`src/rtl/dragon_body_scheduler.sv`:
```
// Frame-paced step scheduler for a dragon: requests head moves, shifts the
// body segment history, tracks growth and reports player collisions.
module dragon_body_scheduler (
  input  logic       clk,
  input  logic       reset,
  input  logic       vsync,
  input  logic       enable,
  input  logic [5:0] period,
  input  logic [7:0] head_pos,
  input  logic       step_ack,
  input  logic [7:0] player_pos,
  input  logic       grow,
  input  logic [2:0] seg_sel,
  output logic       step_req,
  output logic [7:0] seg_pos,
  output logic [2:0] body_len,
  output logic       collision,
  output logic       busy,
  output logic [1:0] dbg_state
);

  typedef enum logic [1:0] {S_WAIT, S_REQ, S_SHIFT, S_CHECK} state_t;

  state_t      state_q, state_d;
  logic        vsync_q, vsync_d;
  logic [5:0]  frm_cnt_q, frm_cnt_d;
  logic [3:0]  to_cnt_q, to_cnt_d;
  logic [3:0]  to_cnt_inc;
  logic        grow_pend_q, grow_pend_d;
  logic [7:0]  head_q, head_d;
  logic [7:0]  new_head_q, new_head_d;
  logic [7:0]  seg_q [0:6];
  logic [7:0]  seg_d [0:6];
  logic [2:0]  len_q, len_d;
  logic        coll_q, coll_d;
  logic        frame_tick;
  logic [5:0]  eff_period;
  logic        hit;

  assign frame_tick = vsync & ~vsync_q;
  assign eff_period = (period == 6'd0) ? 6'd1 : period;
  assign to_cnt_inc = to_cnt_q + 4'd1;

  // seg_q[k] holds body segment k+1; only the first len_q entries are live.
  always_comb begin
    hit = (player_pos == head_q);
    for (int k = 0; k < 7; k++) begin
      if ((3'(k) < len_q) && (seg_q[k] == player_pos)) hit = 1'b1;
    end
  end

  // Handshake: step_req stays high for every cycle spent in REQ; the head
  // mover answers with step_ack, sampled on the clock edge together with
  // head_pos. An ack seen outside REQ has no effect.
  always_comb begin
    state_d     = state_q;
    vsync_d     = vsync;
    frm_cnt_d   = frm_cnt_q;
    to_cnt_d    = to_cnt_q;
    grow_pend_d = grow_pend_q | grow;
    head_d      = head_q;
    new_head_d  = new_head_q;
    seg_d       = seg_q;
    len_d       = len_q;
    coll_d      = coll_q;
    case (state_q)
      S_WAIT: begin
        if (frame_tick && enable) begin
          if (frm_cnt_q == eff_period - 6'd1) begin
            frm_cnt_d = 6'd0;
            to_cnt_d  = 4'd0;
            state_d   = S_REQ;
          end else begin
            frm_cnt_d = frm_cnt_q + 6'd1;
          end
        end
      end
      S_REQ: begin
        if (step_ack) begin
          new_head_d = head_pos;
          to_cnt_d   = 4'd0;
          state_d    = S_SHIFT;
        end else if (to_cnt_inc == 4'd15) begin
          to_cnt_d = 4'd0;
          state_d  = S_WAIT;
        end else begin
          to_cnt_d = to_cnt_inc;
        end
      end
      S_SHIFT: begin
        seg_d[0] = head_q;
        for (int k = 1; k < 7; k++) seg_d[k] = seg_q[k-1];
        head_d = new_head_q;
        if ((grow_pend_q || grow) && (len_q != 3'd7)) len_d = len_q + 3'd1;
        grow_pend_d = 1'b0;
        state_d     = S_CHECK;
      end
      S_CHECK: begin
        coll_d  = hit;
        state_d = S_WAIT;
      end
      default: state_d = S_WAIT;
    endcase
  end

  always_ff @(posedge clk) begin
    if (!reset) begin
      state_q     <= S_WAIT;
      vsync_q     <= 1'b0;
      frm_cnt_q   <= 6'd0;
      to_cnt_q    <= 4'd0;
      grow_pend_q <= 1'b0;
      head_q      <= 8'd0;
      new_head_q  <= 8'd0;
      for (int k = 0; k < 7; k++) seg_q[k] <= 8'd0;
      len_q       <= 3'd0;
      coll_q      <= 1'b0;
    end else begin
      state_q     <= state_d;
      vsync_q     <= vsync_d;
      frm_cnt_q   <= frm_cnt_d;
      to_cnt_q    <= to_cnt_d;
      grow_pend_q <= grow_pend_d;
      head_q      <= head_d;
      new_head_q  <= new_head_d;
      for (int k = 0; k < 7; k++) seg_q[k] <= seg_d[k];
      len_q       <= len_d;
      coll_q      <= coll_d;
    end
  end

  always_comb begin
    seg_pos = 8'hFF;
    if (seg_sel == 3'd0) seg_pos = head_q;
    else if (seg_sel <= len_q) seg_pos = seg_q[seg_sel - 3'd1];
  end

  // Status outputs are forced quiet while reset is held low.
  assign step_req  = reset & (state_q == S_REQ);
  assign busy      = reset & (state_q != S_WAIT);
  assign body_len  = reset ? len_q : 3'd0;
  assign collision = reset & coll_q;
  assign dbg_state = state_q;

endmodule
```
`config.mk`:
```
export PLATFORM = sky130hd
export DESIGN_NAME = dragon_body_scheduler
export DESIGN_NICKNAME = d
export VERILOG_FILES = /design/src/rtl/dragon_body_scheduler.sv
export SDC_FILE = /design/constraint.sdc
export NUM_CORES = 1
export LEC_CHECK = 0
export CAP_MARGIN = 20
export CELL_PAD_IN_SITES_DETAIL_PLACEMENT = 1
export CELL_PAD_IN_SITES_GLOBAL_PLACEMENT = 1
export CORE_UTILIZATION = 47
export DETAILED_ROUTE_END_ITERATION = 8
export GPL_ROUTABILITY_DRIVEN = 0
export PLACE_DENSITY = 0.94
export SYNTH_ARGS = -nofsm -noshare
export SYNTH_HDL_FRONTEND = slang
export SYNTH_SLANG_ARGS = --single-unit
```
`constraint.sdc`:
```
create_clock -name clk -period 15.4 [get_ports clk]
set_clock_uncertainty 0.1 [all_clocks]
set_input_delay 4.62 -clock clk [delete_from_list [all_inputs] [get_ports clk]]
set_output_delay 4.62 -clock clk [all_outputs]
set_load 0.01 [all_outputs]
```
* Word-level counts from Yosys, hierarchy flattened
Index checks and enable logic that the tools add are counted.
** Cells by class
- Multiply operators :: 0
- Reductions and logical operators :: 21
- Divide/modulo/power cells :: 0
- Muxes and demuxes :: 25
- Equal/unequal tests :: 17
- Order comparisons :: 9
- Shift operators :: 0
- Add/sub/neg operators :: 5
- Bitwise gates (word level) :: 8
** Operator list (number)
- == test 8 bit :: 8
- two-way mux 8 bit :: 4
- binary-select mux 8 bit (select 3 bit) :: 1
- two-way mux 4 bit :: 4
- two-way mux 6 bit :: 2
- logical AND 1 bit :: 9
- less-than comparator 3 bit (first input constant) :: 3
- two-way mux 2 bit :: 4
- one-hot mux 2 bit (4 select lines) :: 1
- one-hot mux 4 bit (2 select lines) :: 1
- two-way mux 1 bit :: 7
- adder 6 x 1 -> 6 bit (second input constant) :: 1
- == test 6 bit :: 1
- zero test 6 bit :: 1
- less-than comparator 1 x 3 -> 1 bit (first input constant) :: 2
- less-than comparator 2 x 3 -> 1 bit (first input constant) :: 2
- != test 3 bit (second input constant) :: 2
- AND reduction 2 bit :: 3
- AND reduction 3 bit :: 2
- subtractor 6 x 1 -> 6 bit (second input constant) :: 1
- adder 4 x 1 -> 4 bit (second input constant) :: 1
- AND 1 bit :: 4
- == test 2 bit (second input constant) :: 2
- == test 4 bit (second input constant) :: 1
- other kinds (15) :: 18
** Storage, ports and cells
- Memory bits (read-only) :: 0
- Word-level logic and storage cells :: 101
- Bits in registers :: 90
- Bits in writable memories :: 0
- Memories kept :: 0
- Latch bits :: 0
- Output and inout bits :: 16
- Bits of input ports :: 31

* Longest topological paths before layout
- Depth after elaboration :: 9
- Gate-level depth with buffers :: 10
- Mapped depth without buffers :: 10

* Worst setup path before layout
OpenSTA, ideal clock, no wires.
- Path type :: input to output
- Start point :: in seg_sel[0]
- End point :: out seg_pos[5]
- Stages :: 9
- Path buffers :: 2
- Arrival :: 6.628 ns
- Setup slack :: 4.052 ns
- Data required time :: 10.680 ns
- Path through :: buf_4 > inv_1 > ha_1 > xnor2_1 > buf_4 > mux2_2 > a221oi_1 > a21oi_1 > o22a_1
** On the way
- Word-level cells in the longest chain between the ends :: 7
- Elaborated cells between the ends (all ways) :: 9
- Classes of those cells :: 1 x add/sub; 1 x order compare; 5 x mux; 1 x bitwise; 1 x reduce/logical
** Ends and longest elaborated chain
- start, declared :: line 13 : input logic [2:0] seg_sel,
- subtractor 3 x 1 -> 3 bit :: line 135 : else if (seg_sel <= len_q) seg_pos = seg_q[seg_sel - 3'd1];
- inverter 3 -> 4 bit (not written as such) :: line 135
- binary-select mux 8 bit (select 3 bit) :: line 135
- two-way mux 8 bit (not written as such) (2 in a row) :: line 135
- two-way mux 8 bit :: line 135
- two-way mux 8 bit (*) :: line 134 : if (seg_sel == 3'd0) seg_pos = head_q;
- end, declared :: line 15 : output logic [7:0] seg_pos,
Every way passes the cells marked *; elsewhere a longest branch is shown, timed or not. The select of a mux whose other input is x is not followed.

* Worst setup path after layout
- Start point :: in seg_sel[0]
- End point :: out seg_pos[3]
Same word-level chain as after synthesis.

==> results.py <==
metrics = {
    "global_route": {
        "grt_first_pass_wirelength_um": 25700,
        "overflow": 0,
        "grt_start_max_net_pins": 71,
        "antenna_found_initial": 0,
        "vias_in_the_first_global_route": 4858,
        "grt_use_total_pct": 30.2,
    },
    "routing": {
        "wire_per_inst_um": 20.9,
        "routed_via_density": 5.99,
        "drc_errors": 0,
        "dr.pass1.iters": 5,
        "drt-total-wl_um": 15900,
        "postRouteAntennaNets": 0,
        "drtIter0Drc": 282,
        "detailroute.via_count": 4561,
    },
    "timing": {
        "setup-tns-final_ps": 0,
        "achievable-frequency_ghz": 0.0738,
        "relSlewSlack_pct": 37.6,
        "rsz0062_at_grt": "false",
        "tightestPinTransition_ps": 934,
        "fin_crit_ps": 13550,
        "setup_viol": 0,
        "final_slew_viol_count": 0,
        "final_hold_viol_count": 0,
        "post-route-period-util_pct": 88.0,
    },
    "min_path": {
        "timing.hold.worst.class": "flip-flop to flip-flop",
        "holdPathStages": 2,
    },
    "clocking": {
        "ctsRootBufferMaster": "sky130_fd_sc_hd__clkbuf_8",
        "post_cts_resized": 0,
        "post_cts_setup_inserts": 0,
        "cts_buffer_depth": 2,
        "cts_sinks": 90,
        "cts_made_buffers": 9,
        "tritoncts_clock_tree": "done",
        "insertion_delay_ps": 380,
        "cts_hold_buf": 0,
        "htreeDepth": 3,
        "cts.reportedPaths.clkPinSlew_ps": 100,
    },
    "setup_path": {
        "critical_path.cell_chain": "clkdlybuf4s50_1, inv_1, ha_1, xnor2_1, buf_4, and2_0, a221oi_1, a21oi_1, o22a_1, clkdlybuf4s50_1",
        "critical-path-top-cell-by-count": "sky130_fd_sc_hd__clkdlybuf4s50_1",
        "crit_buf_inv": 4,
        "crit_fanout": 16,
        "worst_path_dominant_cell_family": "buffers and inverters",
        "crit_cells": 10,
        "worst-setup-path-type": "primary input to primary output",
        "worst-endpoint-arrival_ps": 8830,
        "worstPathRequired_ps": 10680,
        "setup.worst_path.start_class": "primary input",
        "timing.critical_path.slowest_cell_delay_ps": 1090,
        "logic_depth_of_the_worst_register_to_register_path": 5,
        "crit_path_top_delay_cell": "sky130_fd_sc_hd__clkdlybuf4s50_1",
        "endpoint_kind": "primary output",
    },
    "floorplan": {
        "design.core.area_um2": 10200,
        "die_area_um2": 10900,
        "std_cell_rows": 37,
        "initial_utilization_pct": 48.2,
        "die_h_um": 104,
        "die_width_um": 104,
        "top_level_pins": 47,
    },
    "power": {
        "p_int_w": 0.000340,
        "total_leakage_power_nw": 1.92,
        "ir_drop_mv": 0.0629,
        "combinational_share_of_power_pct": 12.3,
        "share_clk_of_total_power_pct": 37.6,
        "switching_share_of_power_pct": 27.0,
        "power.net_switching_w": 0.000126,
        "share_seq_of_total_power_pct": 50.2,
        "pd_cells_nw_per_um2": 82.7,
    },
    "layout": {
        "final_cell_count_no_fill": 761,
        "fin_util_pct": 55.1,
        "syn2layout_area_growth_pct": 14.3,
        "nNetsFinal": 662,
        "share_of_post_route_cells_with_drive_strength_above_1_pct": 7.20,
        "antenna_cells": 0,
    },
    "synth": {
        "ys_types": 49,
        "ys_seq_elements": 90,
        "yosys_most_used_dff": "sky130_fd_sc_hd__dfxtp_1",
        "syn-num-nets": 643,
        "synth.mux.area_fraction_pct": 7.48,
        "synth-compound-area-share_pct": 15.8,
        "synth-simple-area-share_pct": 19.4,
        "synthesis.area_per_instance_um2": 8.21,
        "synthXorXnorAreaFrac_pct": 13.1,
        "syn_inst": 601,
        "share_of_the_yosys_chip_area_belonging_to_registers_pct": 36.5,
        "synthAdderAreaFrac_pct": 2.79,
        "synthesis.yosys.warnings": 0,
        "dominant_combinational_cell_family_by_area_after_synthesis": "simple AND/OR/NAND/NOR gates",
        "fraction_of_synthesis_flops_using_an_asynchronous_set_or_reset_pin_pct": 0,
        "mappedNetlistArea_um2": 4930,
        "number_of_enable_flip_flop_cells_after_synthesis": 0,
    },
    "job": {
        "max_cap_viol_count": 0,
    },
    "run_status": {
        "run_status": "completed",
    },
    "placed_design": {
        "hpwl_um": 11100,
        "port_buffers": 46,
        "dp.cells": 745,
    },
}
-- cell usage in the layout (no fill, tap or decap), types with 3 or more instances in the layout --
cell | netlist | layout
sky130_fd_sc_hd__o21ai_0 | 5 | 5
sky130_fd_sc_hd__ha_1 | 11 | 11
sky130_fd_sc_hd__a311oi_1 | 4 | 4
sky130_fd_sc_hd__and2_1 | 3 | 3
sky130_fd_sc_hd__nand4_1 | 12 | 12
sky130_fd_sc_hd__nor4_1 | 6 | 6
sky130_fd_sc_hd__xor2_1 | 26 | 26
sky130_fd_sc_hd__o22a_1 | 8 | 8
sky130_fd_sc_hd__or3_1 | 3 | 3
sky130_fd_sc_hd__clkdlybuf4s50_1 | 0 | 46
sky130_fd_sc_hd__nand3b_1 | 3 | 3
sky130_fd_sc_hd__clkbuf_8 | 0 | 10
sky130_fd_sc_hd__a221oi_1 | 7 | 7
sky130_fd_sc_hd__nand2_1 | 137 | 137
sky130_fd_sc_hd__mux2i_1 | 11 | 11
sky130_fd_sc_hd__nor2b_1 | 4 | 3
sky130_fd_sc_hd__nor3_1 | 4 | 4
sky130_fd_sc_hd__inv_1 | 15 | 15
sky130_fd_sc_hd__xnor2_1 | 48 | 48
sky130_fd_sc_hd__buf_4 | 2 | 4
sky130_fd_sc_hd__mux2_2 | 7 | 7
sky130_fd_sc_hd__nor2_1 | 29 | 29
sky130_fd_sc_hd__a21oi_1 | 83 | 83
sky130_fd_sc_hd__mux4_2 | 8 | 8
sky130_fd_sc_hd__nand2b_1 | 7 | 6
sky130_fd_sc_hd__nand3_1 | 3 | 3
sky130_fd_sc_hd__dfxtp_1 | 90 | 90
-- per-stage QoR --
| stage | setup WS [ps] | power [W] | area [um2] | hold WS, ps |
|---|---|---|---|---|
| after floorplan | 4050 | 0.000273 | 4930 | 332 |
| after global placement | 2470 | 0.000292 | 5430 | 342 |
| after detailed placement | 2110 | 0.000295 | 5430 | 349 |
| after CTS | 1900 | 0.000468 | 5640 | 364 |
| after global routing | 1680 | 0.000483 | 5640 | 398 |
| final | 1850 | 0.000466 | 5640 | 364 |
-- routing by layer --
metal	GRT usage [%]	vias up	share of wire, %
met5	0	-	0
met3	6.20	62	4.6
met1	34.4	2247	40
li1	-	2085	-
met2	52.7	167	51
met4	16.4	0	4.4
-- worst paths after layout --
| path | from | end | slack [ps] |
|---|---|---|---|
| max | seg_sel[0] | seg_pos[3] | 1850 |
| min | new_head_q[3] | head_q[3] | 360 |
| max reg2reg | flip-flop | len_q[2] | 13190 |
| min reg2reg | new_head_q[3] | head_q[3] | 360 |
-- worst register-to-register path, stage by stage (launching register included) --
cell	delay, ps
sky130_fd_sc_hd__dfxtp_1	670
sky130_fd_sc_hd__nand2b_2	90
sky130_fd_sc_hd__buf_4	350
sky130_fd_sc_hd__nor3_1	550
sky130_fd_sc_hd__mux2i_1	270
sky130_fd_sc_hd__nor2_1	50
-- flip-flops by register name, indices dropped and copies added, names as in the netlist, named ones only --
name and count:
head_q 8, seg_q 56, coll_q 1, frm_cnt_q 6
grow_pend_q 1, new_head_q 8, len_q 3, vsync_q 1
dbg_state 1, to_cnt_q 4
-- cells in the mapped netlist (all sizes together), types with 3 or more instances --
cell type	n	area share [%]
nor3	6	0.81
a21oi	83	8.4
mux4	8	3.7
xnor2	48	8.5
ha	11	2.8
a311oi	5	1.0
nand4	12	1.5
nand3b	3	0.46
xor2	26	4.6
buf	19	1.9
mux2	7	1.6
nor4	6	0.76
o21ai	7	0.71
mux2i	11	2.2
and2	4	0.51
nor2	29	2.2
dfxtp	90	37
nand2	137	10
or3	4	0.61
nand3	4	0.51
nor2b	4	0.51
inv	16	1.2
clkbuf	23	1.8
a221oi	7	1.2
nand2b	7	0.89
o22a	8	1.4
-- power groups by stage --
stage          combinational [W]  clock (W)  sequential [W]
2_1_floorplan          0.0000341          0        0.000239
3_3_place_gp           0.0000528          0        0.000239
3_5_place_dp           0.0000555          0        0.000239
4_1_cts                0.0000567   0.000177        0.000234
5_1_grt                0.0000605   0.000188        0.000234
6_report               0.0000572   0.000175        0.000234
-- area by class of cell --
class / count / area, um2
inverter: 16 / 60.1
sequential: 90 / 1800
timing repair buffer: 50 / 490
fill: 1210 / 4590
clock buffer: 10 / 138
tap: 136 / 170
multi-input combinational: 453 / 2900
clock inverter: 6 / 76.3
-- kinds of logic (layout without fill, tap and decap cells) --
group / Yosys count / after routing
simple gates: 217 / 217
compound gates: 125 / 125
flops: 90 / 90
xor+xnor: 74 / 74
buf+inv: 58 / 82
mux: 26 / 26
fa+ha+maj: 11 / 11
(Power assumes the default switching activity.)
